===== config.mk =====
export PLATFORM = sky130hd
export DESIGN_NAME = csr_file
export DESIGN_NICKNAME = d
export VERILOG_FILES = /design/src/rtl/csr_file.sv
export SDC_FILE = /design/constraint.sdc
export NUM_CORES = 1
export LEC_CHECK = 0
export CORE_MARGIN = 2
export CORE_UTILIZATION = 50
export CTS_CLUSTER_DIAMETER = 40
export CTS_CLUSTER_SIZE = 40
export DETAILED_ROUTE_END_ITERATION = 8
export PLACE_DENSITY = 0.81
export SYNTH_ARGS = -nofsm -noshare
export SYNTH_HDL_FRONTEND = slang
export SYNTH_SLANG_ARGS = --single-unit

===== constraint.sdc =====
create_clock -name clk -period 10.3 [get_ports clk]
set_clock_uncertainty 0.1 [all_clocks]
set_input_delay 2.575 -clock clk [delete_from_list [all_inputs] [get_ports clk]]
set_output_delay 2.575 -clock clk [all_outputs]
set_load 0.005 [all_outputs]

===== src/rtl/csr_file.sv =====
// Machine-mode CSR file: combinational reads, single-cycle writes, trap entry,
// 64-bit mcycle/minstret. Ports: decode read port, wbk write port, trap, retire, q outs.
module csr_file #(
  parameter int          XLEN    = 32,
  parameter logic [31:0] MHARTID = 32'd0
) (
  input  logic            clk,
  input  logic            reset_n,
  input  logic [11:0]     rd_adr_i,
  output logic [XLEN-1:0] rd_data_o,
  output logic            rd_illegal_o,
  input  logic            csr_wbk_v_i,
  input  logic [11:0]     csr_adr_i,
  input  logic [XLEN-1:0] csr_data_i,
  input  logic            exception_i,
  input  logic [XLEN-1:0] mcause_i,
  input  logic [XLEN-1:0] mtval_i,
  input  logic [XLEN-1:0] mepc_i,
  input  logic            retire_v_i,
  output logic [XLEN-1:0] mepc_q_o,
  output logic [XLEN-1:0] mtvec_q_o,
  output logic [XLEN-1:0] mstatus_q_o
);

  localparam logic [11:0] A_MSTATUS  = 12'h300;
  localparam logic [11:0] A_MISA     = 12'h301;
  localparam logic [11:0] A_MIE      = 12'h304;
  localparam logic [11:0] A_MTVEC    = 12'h305;
  localparam logic [11:0] A_MSCRATCH = 12'h340;
  localparam logic [11:0] A_MEPC     = 12'h341;
  localparam logic [11:0] A_MCAUSE   = 12'h342;
  localparam logic [11:0] A_MTVAL    = 12'h343;
  localparam logic [11:0] A_MCYCLE   = 12'hB00;
  localparam logic [11:0] A_MCYCLEH  = 12'hB80;
  localparam logic [11:0] A_MINSTRET = 12'hB02;
  localparam logic [11:0] A_MINSTRETH= 12'hB82;
  localparam logic [11:0] A_MHARTID  = 12'hF14;

  logic            r_st_mie;
  logic            r_st_mpie;
  logic [XLEN-1:0] r_mie;
  logic [XLEN-1:0] r_mtvec;
  logic [XLEN-1:0] r_mscratch;
  logic [XLEN-1:0] r_mepc;
  logic [XLEN-1:0] r_mcause;
  logic [XLEN-1:0] r_mtval;
  logic [63:0]     r_mcycle;
  logic [63:0]     r_minstret;

  logic            w_we;
  logic [XLEN-1:0] w_mstatus;

  // A trap in the same cycle discards the pending write entirely.
  assign w_we = csr_wbk_v_i & ~exception_i;

  // MPP is WARL with only M-mode legal, so it is hardwired to 2'b11.
  assign w_mstatus = {19'b0, 2'b11, 3'b0, r_st_mpie, 3'b0, r_st_mie, 3'b0};

  always_ff @(posedge clk or negedge reset_n) begin
    if (!reset_n) begin
      r_st_mie   <= 1'b0;
      r_st_mpie  <= 1'b0;
      r_mie      <= '0;
      r_mtvec    <= '0;
      r_mscratch <= '0;
      r_mepc     <= '0;
      r_mcause   <= '0;
      r_mtval    <= '0;
    end else if (exception_i) begin
      r_mepc    <= mepc_i & ~32'h3;
      r_mcause  <= mcause_i;
      r_mtval   <= mtval_i;
      r_st_mpie <= r_st_mie;
      r_st_mie  <= 1'b0;
    end else if (csr_wbk_v_i) begin
      case (csr_adr_i)
        A_MSTATUS: begin
          r_st_mie  <= csr_data_i[3];
          r_st_mpie <= csr_data_i[7];
        end
        A_MIE:      r_mie      <= csr_data_i & 32'h0000_0888;
        A_MTVEC:    r_mtvec    <= csr_data_i & ~32'h3;
        A_MSCRATCH: r_mscratch <= csr_data_i;
        A_MEPC:     r_mepc     <= csr_data_i & ~32'h3;
        A_MCAUSE:   r_mcause   <= csr_data_i;
        A_MTVAL:    r_mtval    <= csr_data_i;
        default: ;
      endcase
    end
  end

  // A write to either half freezes the whole 64-bit counter for that edge.
  always_ff @(posedge clk or negedge reset_n) begin
    if (!reset_n) begin
      r_mcycle <= '0;
    end else if (w_we && csr_adr_i == A_MCYCLE) begin
      r_mcycle[31:0] <= csr_data_i;
    end else if (w_we && csr_adr_i == A_MCYCLEH) begin
      r_mcycle[63:32] <= csr_data_i;
    end else begin
      r_mcycle <= r_mcycle + 64'd1;
    end
  end

  always_ff @(posedge clk or negedge reset_n) begin
    if (!reset_n) begin
      r_minstret <= '0;
    end else if (w_we && csr_adr_i == A_MINSTRET) begin
      r_minstret[31:0] <= csr_data_i;
    end else if (w_we && csr_adr_i == A_MINSTRETH) begin
      r_minstret[63:32] <= csr_data_i;
    end else if (retire_v_i && !exception_i) begin
      r_minstret <= r_minstret + 64'd1;
    end
  end

  always_comb begin
    rd_data_o    = '0;
    rd_illegal_o = 1'b0;
    case (rd_adr_i)
      A_MSTATUS:   rd_data_o = w_mstatus;
      A_MISA:      rd_data_o = 32'h4000_0100;
      A_MIE:       rd_data_o = r_mie;
      A_MTVEC:     rd_data_o = r_mtvec;
      A_MSCRATCH:  rd_data_o = r_mscratch;
      A_MEPC:      rd_data_o = r_mepc;
      A_MCAUSE:    rd_data_o = r_mcause;
      A_MTVAL:     rd_data_o = r_mtval;
      A_MCYCLE:    rd_data_o = r_mcycle[31:0];
      A_MCYCLEH:   rd_data_o = r_mcycle[63:32];
      A_MINSTRET:  rd_data_o = r_minstret[31:0];
      A_MINSTRETH: rd_data_o = r_minstret[63:32];
      A_MHARTID:   rd_data_o = MHARTID;
      default:     rd_illegal_o = 1'b1;
    endcase
  end

  assign mepc_q_o    = r_mepc;
  assign mtvec_q_o   = r_mtvec;
  assign mstatus_q_o = w_mstatus;

endmodule


==> results.txt <==
* CTS H-Tree Depth: 2
- First-pass GRT wire length: 97,800 um
* Average wire per standard cell: 26.0 um
- Top cell type by total area after synthesis: sky130_fd_sc_hd__dfrtp_1
* Count of synthesis-stage warnings from yosys: 0
- The clock network is responsible for 48.3% of the overall power.
- The longest clock path from root to sink contains 3 buffers.
- Measured slew at the worst slew-check pin: 1250 ps
- After layout, the worst path uses 87.3% of the clock period.
- Path type of the worst setup path: in2out
* Final net count: 2,194
* Slowest cell delay on critical path: 930 ps
- Yosys attributes the largest share of cell area to sky130_fd_sc_hd__dfrtp_1 (42%), sky130_fd_sc_hd__mux2i_1 (6.3%), sky130_fd_sc_hd__nand2_1 (5.1%).
* Via density per instance: 6.63
- The number of global-route vias before repair came to 15,900.
* Cell row count: 67
- In this run the static leakage power is 0.00831 uW.
* Hold crit path type: reg2reg
- Via total after detailed routing: 16,700
- Result of the run: completed
* Final setup vio count: 0
* Int Power: 2230 uW
* Total iterations of the first detailed-routing run: 5
- Cells with a size suffix above 1 make up 10.7% of the layout.
* Post-layout min period: 8990 ps
- Tightest slew margin relative to the limit: 16.7%
- Number of enable-type register cells in the synthesized netlist: 0
- Fraction of the yosys area taken by sequential cells: 42.3%
* Io pins: 286
- Final count of pins violating max slew: 0
* Unrepaired setup endpoints after global routing: no
* Height of the die: 189 um
- Endpoint type of the worst setup path: output port
* Number of design-rule violations left by the first detailed-router iteration: 2,354
- At the placement stage, the worst setup path has a slack of 1460 ps.
- Switching power as a share of total power: 27.1%
- Hold Vio Cnt, Final: 0
- TNS Setup: 0 ps
- Slack of the critical path: 1310 ps
- Area of all sequential standard cells: 7230 sq um
- Average cell area after synthesis: 9.15 sq um
- Among all flip-flop cells after synthesis, the most frequent one is sky130_fd_sc_hd__dfrtp_1.
- The cell sitting at the root of the clock tree is a sky130_fd_sc_hd__clkbuf_16.
- Number of antenna violations at the first check in global routing: 0
- CTS hold repair buffers: 0
- The congestion estimate from routability-driven global placement came to 1.01.
- Detailed Route WL: 65,400 um
* CP dominant cell by count: sky130_fd_sc_hd__clkdlybuf4s50_1
- Clock transition at the registers of the reported paths: 70 ps
- In this run, CTS created clock tree buffers numbering 42.
* Switching power summed over all nets: 829 uW
- At the later pin of the worst-skew pair, clock insertion delay measures 550 ps.
- Horizontal die dimension: 189 um
- Required time of the critical path: 7630 ps
- Summing internal, switching and leakage power gives 3050 uW.
- In the final layout, the multi-input gates occupy 8870 sq um.
- Of the post-synthesis cell area, the dominant cell type holds 42.3%.
* Maximum number of pins on one net before global-route repair: 119
- Number of setup buffers added after CTS: 0
- Netlist area before placement: 17,100 sq um
- Timing-limited maximum frequency: 111 MHz
- Die Footprint: 35,700 sq um
- HPWL after detailed placement: 46,200 um
- After technology mapping, the gate count stands at 1,866.
- Most common cell after layout, fill and taps aside: sky130_fd_sc_hd__dfrtp_1
* Share of total power in sequential cells: 42.0%
- Traced cell by cell, the critical path runs through clkdlybuf4s50_1 -> buf_4 -> or3_1 -> or4_1 -> nor2_4 -> a32o_1 -> a221oi_1 -> o311ai_0 -> clkdlybuf4s50_1.
- Number of register bits inferred by synthesis: 289
- Post-route DRC violation count: 0
* Number of maximum-capacitance constraint violations: 0
* Peak supply drop: 0.000121 V
- The largest individual stage delay along the critical path comes from the cell sky130_fd_sc_hd__or4_1.
- Of all nets on the critical path, the largest fanout is 17.
- Fill cells in the final layout number 2,703.
- Number of sinks handled by clock tree synthesis: 289
- In the layout the commonest cells are sky130_fd_sc_hd__dfrtp_1 (289), sky130_fd_sc_hd__clkdlybuf4s50_1 (247), sky130_fd_sc_hd__nand2_1 (233).
- Worst hold-check slack: 389 ps
- Total GRT Usage: 36.1%
- After synthesis, the share of flip-flops with an asynchronous set or reset is 100%.
- Library cells used by synthesis: 86
* Post-cts resize count: 0
- Relative to the synthesized area, the layout overhead comes to 22.6%.
- The total overflow left after global routing is 0.
- TritonCTS built the clock tree.
* Part of the power in combinational logic: 9.7%
* Antenna-violating nets left: 0
- The region available for standard cell placement spans 33,600 sq um.
- Starting utilization of the core area: 50.8%
* Pwr/cell area: 146 nW/um^2
- STA classifies the critical path startpoint as an input pin.
- Port buffer count: 249
- Crit path DAT: 6310 ps
==> final timing paths <==
check	slack [ps]	endpoint	start	depth (start not counted)
max in group asynchronous	6520	r_minstret[6]$_DFFE_PN0P_	reset_n	2
min reg2reg	390	r_mscratch[3]$_DFFE_PN0P_	r_mscratch[3]$_DFFE_PN0P_	1
max	1310	rd_data_o[3]	rd_adr_i[7]	9
max reg2reg	6950	r_mcycle[51]$_DFFE_PN0N_	r_mcycle[22]$_DFFE_PN0P_	6
min in group asynchronous	2020	mepc_q_o[10]$_DFFE_PN0P_	reset_n	1
min	390	r_mscratch[3]$_DFFE_PN0P_	r_mscratch[3]$_DFFE_PN0P_	1
==> stage by stage <==
step | cells | cell area (sq um) | util, %
detailed placement | 2439 | 19500 | 58.0
floorplan | 1898 | 17200 | -
CTS | 2514 | 20900 | 62.3
global route | 2514 | 20900 | 62.3
finish | 2515 | 20900 | 62.3
global placement | 2439 | 19500 | 58.0
==> routing by layer <==
metal	vias up	global-route usage (%)	wire, um
met4	0	13.7	2730
li1	7084	-	-
met5	-	0	0
met1	8095	49.3	25100
met2	1265	54.3	28600
met3	223	10.5	8910
==> worst max-delay path, delay by kind of cell <==
kind / cells / cell delay [ps]
AOI/OAI and AO/OA: 3 / 440
buffers and inverters: 3 / 1200
and+or+nand+nor: 3 / 2060
==> power by group through the flow <==
stage,Clock (uW),Sequential [uW],Combinational [uW]
detailed placement,0,1290,291
finish,1480,1280,297
global placement,0,1290,284
global route,1530,1290,322
CTS,1470,1280,292
floorplan,0,1260,149
==> registers in the layout, summed over array words and instances (netlist names), 3 cells and up <==
signal,cells
r_mcycle,64
r_minstret,64
r_mcause,32
r_mscratch,32
r_mtval,32
mepc_q_o,30
mtvec_q_o,30
r_mie,3
==> Yosys cell counts (all sizes together), types with 4 or more instances <==
cell type and number:
and2 11, a211oi 16, mux2i 107, o211ai 17
nand2b 4, nand3 79, o32ai 6, nor4b 5
a222oi 11, buf 90, a221oi 21, nor3b 4
o21ai 145, dfrtp 289, nor3 50, nand4 53
nor2 138, clkbuf 97, inv 28, o22ai 17
nor2b 6, or3 9, nor4 30, nand2 235
a22o 5, a22oi 74, or4 7, a21oi 91
and4 10, and3 22, o31ai 7, mux2 63
or2 7, o2bb2ai 4, xor2 19, xnor2 40
a31o 5
==> layout make-up <==
cell class                 count  share of cell area [%]
antenna                        1                  0.0119
clock buffer                  49                    5.49
clock inverter                26                    1.38
inverter                      28                   0.502
multi-input combinational   1393                    42.3
sequential                   289                    34.5
tap                          448                    2.68
timing repair buffer         281                    13.1
==> cell families after synthesis <==
| kind of cell | Yosys count | share of synthesized area, % |
|---|---|---|
| buffers and inverters | 216 | 6.56 |
| multiplexers | 170 | 10.4 |
| XOR/XNOR | 59 | 3.03 |
| other | 2 | 0.0440 |
| adder cells (fa/ha/maj) | 2 | 0.146 |
| flip-flops | 289 | 42.3 |
| AND/OR/NAND/NOR | 680 | 20.4 |
| AO/OA/AOI/OAI | 448 | 17.1 |
Note: power is estimated with default switching activity, not from simulation.
